`config.mk`:
```
export PLATFORM = sky130hd
export DESIGN_NAME = display_spi_loader
export DESIGN_NICKNAME = d
export VERILOG_FILES = /design/src/rtl/display_spi_loader.sv
export SDC_FILE = /design/constraint.sdc
export NUM_CORES = 1
export LEC_CHECK = 0
export ABC_AREA = 0
export BUFFER_PORTS_ARGS = -buffer_cell sky130_fd_sc_hd__buf_2
export CORE_MARGIN = 3
export CORE_UTILIZATION = 60
export CTS_CLUSTER_DIAMETER = 30
export CTS_CLUSTER_SIZE = 24
export DETAILED_ROUTE_END_ITERATION = 10
export PLACE_DENSITY = 0.82
export SYNTH_ARGS = -nofsm -noshare
export SYNTH_HDL_FRONTEND = slang
export SYNTH_SLANG_ARGS = --single-unit
```
`constraint.sdc`:
```
create_clock -name clk -period 3.85 [get_ports clk]
set_input_delay 0.77 -clock clk [delete_from_list [all_inputs] [get_ports clk]]
set_output_delay 0.77 -clock clk [all_outputs]
set_load 0.02 [all_outputs]
```
`src/rtl/display_spi_loader.sv`:
```
// SPI mode-0 slave that turns host frame bytes into 24-bit pixel writes for
// display_memory's back buffer and commits buffer flips when chip select drops away.
module display_spi_loader #(
  parameter int rows    = 8,
  parameter int columns = 32,
  parameter int width   = 24
) (
  input  logic                       clk,
  input  logic                       rst,
  input  logic                       sclk,
  input  logic                       mosi,
  input  logic                       cs_n,
  output logic                       wen,
  output logic [$clog2(rows)-1:0]    wrow,
  output logic [$clog2(columns)-1:0] wcol,
  output logic [width-1:0]           wdata,
  output logic                       flip,
  output logic                       busy,
  output logic                       overrun
);

  localparam int RW = $clog2(rows);
  localparam int CW = $clog2(columns);

  typedef enum logic [2:0] {IDLE, CMD, PIX_R, PIX_G, PIX_B, DRAIN} state_t;

  logic sclkMeta_q, sclkSync_q, sclkPrev_q;
  logic mosiMeta_q, mosiSync_q;
  logic csMeta_q, csSync_q, csPrev_q;

  state_t          state_q, state_d;
  logic [2:0]      bitCnt_q, bitCnt_d;
  logic [7:0]      shift_q, shift_d;
  logic [7:0]      red_q, red_d, green_q, green_d;
  logic [width-1:0] wdata_q, wdata_d;
  logic            wen_q, wen_d;
  logic [RW-1:0]   wrow_q, wrow_d;
  logic [CW-1:0]   wcol_q, wcol_d;
  logic            flip_q, flip_d;
  logic            flipPending_q, flipPending_d;
  logic            overrun_q, overrun_d;
  logic            cmdPix_q, cmdPix_d;

  logic       sclkRise, csFall, csRise, bitAccept, byteDone, lastAddr;
  logic [7:0] byteVal;

  // Sync flops come out of reset as an idle bus: clock low, data low, deselected.
  always_ff @(posedge clk or negedge rst) begin
    if (!rst) begin
      sclkMeta_q <= 1'b0;
      sclkSync_q <= 1'b0;
      sclkPrev_q <= 1'b0;
      mosiMeta_q <= 1'b0;
      mosiSync_q <= 1'b0;
      csMeta_q   <= 1'b1;
      csSync_q   <= 1'b1;
      csPrev_q   <= 1'b1;
    end else begin
      sclkMeta_q <= sclk;
      sclkSync_q <= sclkMeta_q;
      sclkPrev_q <= sclkSync_q;
      mosiMeta_q <= mosi;
      mosiSync_q <= mosiMeta_q;
      csMeta_q   <= cs_n;
      csSync_q   <= csMeta_q;
      csPrev_q   <= csSync_q;
    end
  end

  assign sclkRise  = sclkSync_q & ~sclkPrev_q;
  assign csFall    = ~csSync_q & csPrev_q;
  assign csRise    = csSync_q & ~csPrev_q;
  assign bitAccept = sclkRise & ~csSync_q & (state_q != IDLE);
  assign byteVal   = {shift_q[6:0], mosiSync_q};
  assign byteDone  = bitAccept & (bitCnt_q == 3'd7);
  assign lastAddr  = (wrow_q == RW'(rows - 1)) && (wcol_q == CW'(columns - 1));

  always_comb begin
    state_d       = state_q;
    bitCnt_d      = bitCnt_q;
    shift_d       = shift_q;
    red_d         = red_q;
    green_d       = green_q;
    wdata_d       = wdata_q;
    wen_d         = 1'b0;
    wrow_d        = wrow_q;
    wcol_d        = wcol_q;
    flip_d        = flip_q;
    flipPending_d = flipPending_q;
    overrun_d     = overrun_q;
    cmdPix_d      = cmdPix_q;

    if (bitAccept) begin
      shift_d  = byteVal;
      bitCnt_d = bitCnt_q + 3'd1;
    end

    // The address moves on the cycle after the strobe so the write sees stable inputs.
    if (wen_q && !lastAddr) begin
      if (wcol_q == CW'(columns - 1)) begin
        wcol_d = '0;
        wrow_d = wrow_q + RW'(1);
      end else begin
        wcol_d = wcol_q + CW'(1);
      end
    end

    case (state_q)
      IDLE: begin
        if (csFall) begin
          bitCnt_d = 3'd0;
          state_d  = CMD;
        end
      end
      CMD: begin
        if (byteDone) begin
          cmdPix_d = 1'b0;
          state_d  = DRAIN;
          if (byteVal == 8'h01) begin
            wrow_d   = '0;
            wcol_d   = '0;
            cmdPix_d = 1'b1;
            state_d  = PIX_R;
          end else if (byteVal == 8'h02) begin
            flipPending_d = 1'b1;
          end
        end
      end
      PIX_R: begin
        if (byteDone) begin
          red_d   = byteVal;
          state_d = PIX_G;
        end
      end
      PIX_G: begin
        if (byteDone) begin
          green_d = byteVal;
          state_d = PIX_B;
        end
      end
      PIX_B: begin
        if (byteDone) begin
          wdata_d = {byteVal, green_q, red_q};
          wen_d   = 1'b1;
          state_d = lastAddr ? DRAIN : PIX_R;
        end
      end
      DRAIN: begin
        if (byteDone && cmdPix_q) overrun_d = 1'b1;
      end
      default: state_d = IDLE;
    endcase

    // Deselect wins over everything and is the only point a flip is committed.
    if (csRise) begin
      state_d  = IDLE;
      bitCnt_d = 3'd0;
      wen_d    = 1'b0;
      if (flipPending_q) begin
        flip_d        = ~flip_q;
        flipPending_d = 1'b0;
      end
    end
  end

  always_ff @(posedge clk or negedge rst) begin
    if (!rst) begin
      state_q       <= IDLE;
      bitCnt_q      <= 3'd0;
      shift_q       <= 8'd0;
      red_q         <= 8'd0;
      green_q       <= 8'd0;
      wdata_q       <= '0;
      wen_q         <= 1'b0;
      wrow_q        <= '0;
      wcol_q        <= '0;
      flip_q        <= 1'b0;
      flipPending_q <= 1'b0;
      overrun_q     <= 1'b0;
      cmdPix_q      <= 1'b0;
    end else begin
      state_q       <= state_d;
      bitCnt_q      <= bitCnt_d;
      shift_q       <= shift_d;
      red_q         <= red_d;
      green_q       <= green_d;
      wdata_q       <= wdata_d;
      wen_q         <= wen_d;
      wrow_q        <= wrow_d;
      wcol_q        <= wcol_d;
      flip_q        <= flip_d;
      flipPending_q <= flipPending_d;
      overrun_q     <= overrun_d;
      cmdPix_q      <= cmdPix_d;
    end
  end

  assign wen     = wen_q;
  assign wrow    = wrow_q;
  assign wcol    = wcol_q;
  assign wdata   = wdata_q;
  assign flip    = flip_q;
  assign busy    = ~csSync_q;
  assign overrun = overrun_q;

endmodule
```
==> impl_results.md <==
- Worst Setup SP: bitCnt_q[0]
- Pre-CTS setup slack: 1.48 ns
- Rows: 25
- Width of the die: approximately 77 µm
- Port Buffers: 40
- CTS HTree Levels: 3
- Congestion Overflow GR: 0
- FF+latch count, synth: between 70 and 80
- Vias per cell: roughly 5.5
- Antenna viol nets, final: 0
- Cell repeated most along the worst path: ha_1
- Max stage delay on crit path: approximately 0.78 ns
- Mapped Avg Cell Area: ~14 µm²
- Arr. time, crit path: 2.58 ns
- Crit path buf inv count: 0
- P_leak: between 1.5 and 2 nW
- Fraction of the yosys area taken by sequential cells: 61.1%
- Tmin final: 2.35 ns
- CP Class: reg2reg
- Worst slew margin: a little under 30%
- Routed length per instance: ~15 µm
- Final HPWL DP: about 3.6 mm
- FMAX: roughly 430 MHz
- Post-Syn Nets: 237
- # IOs: 41
- Post-cts sizing count: 0
- Most common cell after layout, fill and taps aside: dfrtp_1
- Via Count: 1868
- Hold Path Class: in2async
- Fin crit share: 61.1%
- Crit path launch type: flop
- RSZ-0062 raised after global routing: no
- Reg2reg path depth: 6
- Post-synth EDFFs: 0
- Fill cells: around 340
- Clock skew: between 0.008 and 0.009 ns
- Clock latency on the worst-skew pair: roughly 0.34 ns
- Worst flop-to-flop path startpoint: bitCnt_q[0]
- Share of cells above drive strength 1: approximately two fifths
- CTS sink cnt: 74
- CORE AREA: 0.00482 mm²
- Initial DRC Count: slightly below 100
- Endpoints failing setup: 0
- Final hold vios: 0
- Number of global-route vias before repair: about 1800
- Status: finished clean
- Post-synth cell types: 39
- Worst slew pin tran: around 1.0 ns
- Final WS setup: 1.50 ns
- Post-CTS Repair Setup Buffers: 0
- Overall routing resource usage: approximately a fifth
- Mapped Area: between 0.003 and 0.004 mm²
- Power density over the cells: 498 mW/mm²
- Cells after synthesis: 223
- First-pass GRT wire length: between 9 and 10 mm
- Maximum fanout along the worst path: 25
- First drt pass iteration count: 4
- Dominant synthesized flop cell: dfrtp_1
- GPL Wtd Cong: between 0.7 and 0.8
- MaxCap Viol Count: 0
- Clock root buffer master: clkbuf_8
- Largest net degree at the start of global routing: 34
- RR Endpoint: wdata[14]
- Starting Density: between 60% and 70%
- YS warnings: 0
- Most frequent cells in the layout: dfrtp_1 (71), mux2_2 (46), buf_2 (40)
- Drt total wl: 5.26 mm
- Asr flop ratio synth: 100%
- R2r setup slk: between 1 and 1.5 ns
- Crit path capture type: flop
- Number of CTS-inserted buffers: 9
- CP required: between 4 and 5 ns
- ANT cells: 0
- Critical path's slowest cell: nand2_1
- Peak supply drop: between 0.0002 and 0.0003 V
- Die Area: a little under 0.006 mm²
- Delay-heaviest family, CP: simple AND/OR/NAND/NOR gates
- Final Max Tran Viols: 0
- Initial antenna violation count: 0
- CP Cell Sequence: ha_1, ha_1, nand4bb_1, nor2_1, nand2_1, mux2_2
- Final setup TNS: 0 ns
- CTS tree: built
- Die H: roughly 77 µm
- Nets@finish: 284
- Clock transition at the registers of the reported paths: around 0.08 ns
- Area Growth Syn to Fin: 15.6%
- Clock buffer depth: 2
- Hold-fix buffers, CTS: 0
- Drt drc: 0
==> layout make-up <==
cell class	instances	area (µm²)	area share [%]
Clock buffer	9	124	3.53
Clock inverter	7	77.6	2.21
Inverter	4	15.0	0.428
Multi-Input combinational cell	139	1140	32.5
Sequential cell	74	1860	52.9
Tap cell	67	83.8	2.39
Timing Repair Buffer	42	215	6.13
==> sequential cells by signal, indices dropped and copies added (netlist names), 3 cells and up <==
name,cells
green_q,8
red_q,8
wrow,3
state_q,3
wdata,24
wcol,5
bitCnt_q,3
shift_q,7
==> per-stage QoR <==
stage	instance area [µm²]	instances	hold slack (ns)	total power [W]	utilization (%)
after floorplan	3040	223	0.331	0.00110	-
after global placement	3310	326	0.332	0.00115	68.7
after detailed placement	3310	326	0.339	0.00116	68.7
after CTS	3510	342	0.356	0.00176	72.9
after global routing	3510	342	0.361	0.00184	72.9
final	3510	342	0.354	0.00175	72.9
==> layer usage <==
| metal | up-vias | part of all wire, % | wire length [µm] | track usage (%) |
|---|---|---|---|---|
| met2 | 45 | 48 | 2520 | 29.9 |
| li1 | 886 | - | - | - |
| met5 | - | 0 | 0 | 0 |
| met3 | 8 | 3.9 | 206 | 3.64 |
| met4 | 0 | 2.0 | 107 | 12.3 |
| met1 | 929 | 46 | 2430 | 27.2 |
==> worst register-to-register path, cell delays in order, from the launching register on <==
cell       delay, ns
dfrtp_1         0.40
ha_1            0.21
ha_1            0.17
nand4bb_1       0.16
nor2_1          0.10
nand2_1         0.78
mux2_2          0.43
==> power breakdown <==
| group | switching [W] | internal (W) |
|---|---|---|
| logic | 0.000110 | 0.000113 |
| clock network | 0.000289 | 0.000304 |
| registers | 0.000101 | 0.000830 |
==> cell usage after synthesis, drive strengths merged (2+ instances only) <==
library cell  count  area (µm²)
nand2            11        41.3
xor2              2        17.5
or4               2        22.5
inv               4        15.0
nor2b             3        18.8
a21oi             8        40.0
nor2             18        72.6
ha                9         113
dfrtp            71        1780
a21o              2        15.0
dfstp             3        78.8
o22ai             2        12.5
o21ai             5        28.8
nand3             6        30.0
nor3              3        15.0
mux2             47         529
buf               4        20.0
mux2i             4        40.0
clkbuf            2        7.51
==> worst max path at each step <==
stage	end	slack (ns)	cells past startpoint
2_1_floorplan	wdata[12]	1.89	7
3_3_place_gp	wdata[16]	1.56	6
3_5_place_dp	wdata[14]	1.48	6
4_1_cts	wdata[14]	1.49	6
5_1_grt	wdata[7]	1.31	6
6_report	wdata[14]	1.50	6
==> cell families (layout without fill, tap and decap cells) <==
group	Yosys count	in the layout	synth area share, %
AND/OR/NAND/NOR	52	52	9.14
flip-flops	74	74	61.1
multiplexers	51	51	18.7
XOR/XNOR	3	3	0.865
AO/OA/AOI/OAI	24	24	5.07
buffers and inverters	10	62	1.40
adder cells (fa/ha/maj)	9	9	3.71
Note: power is estimated with default switching activity, not from simulation.
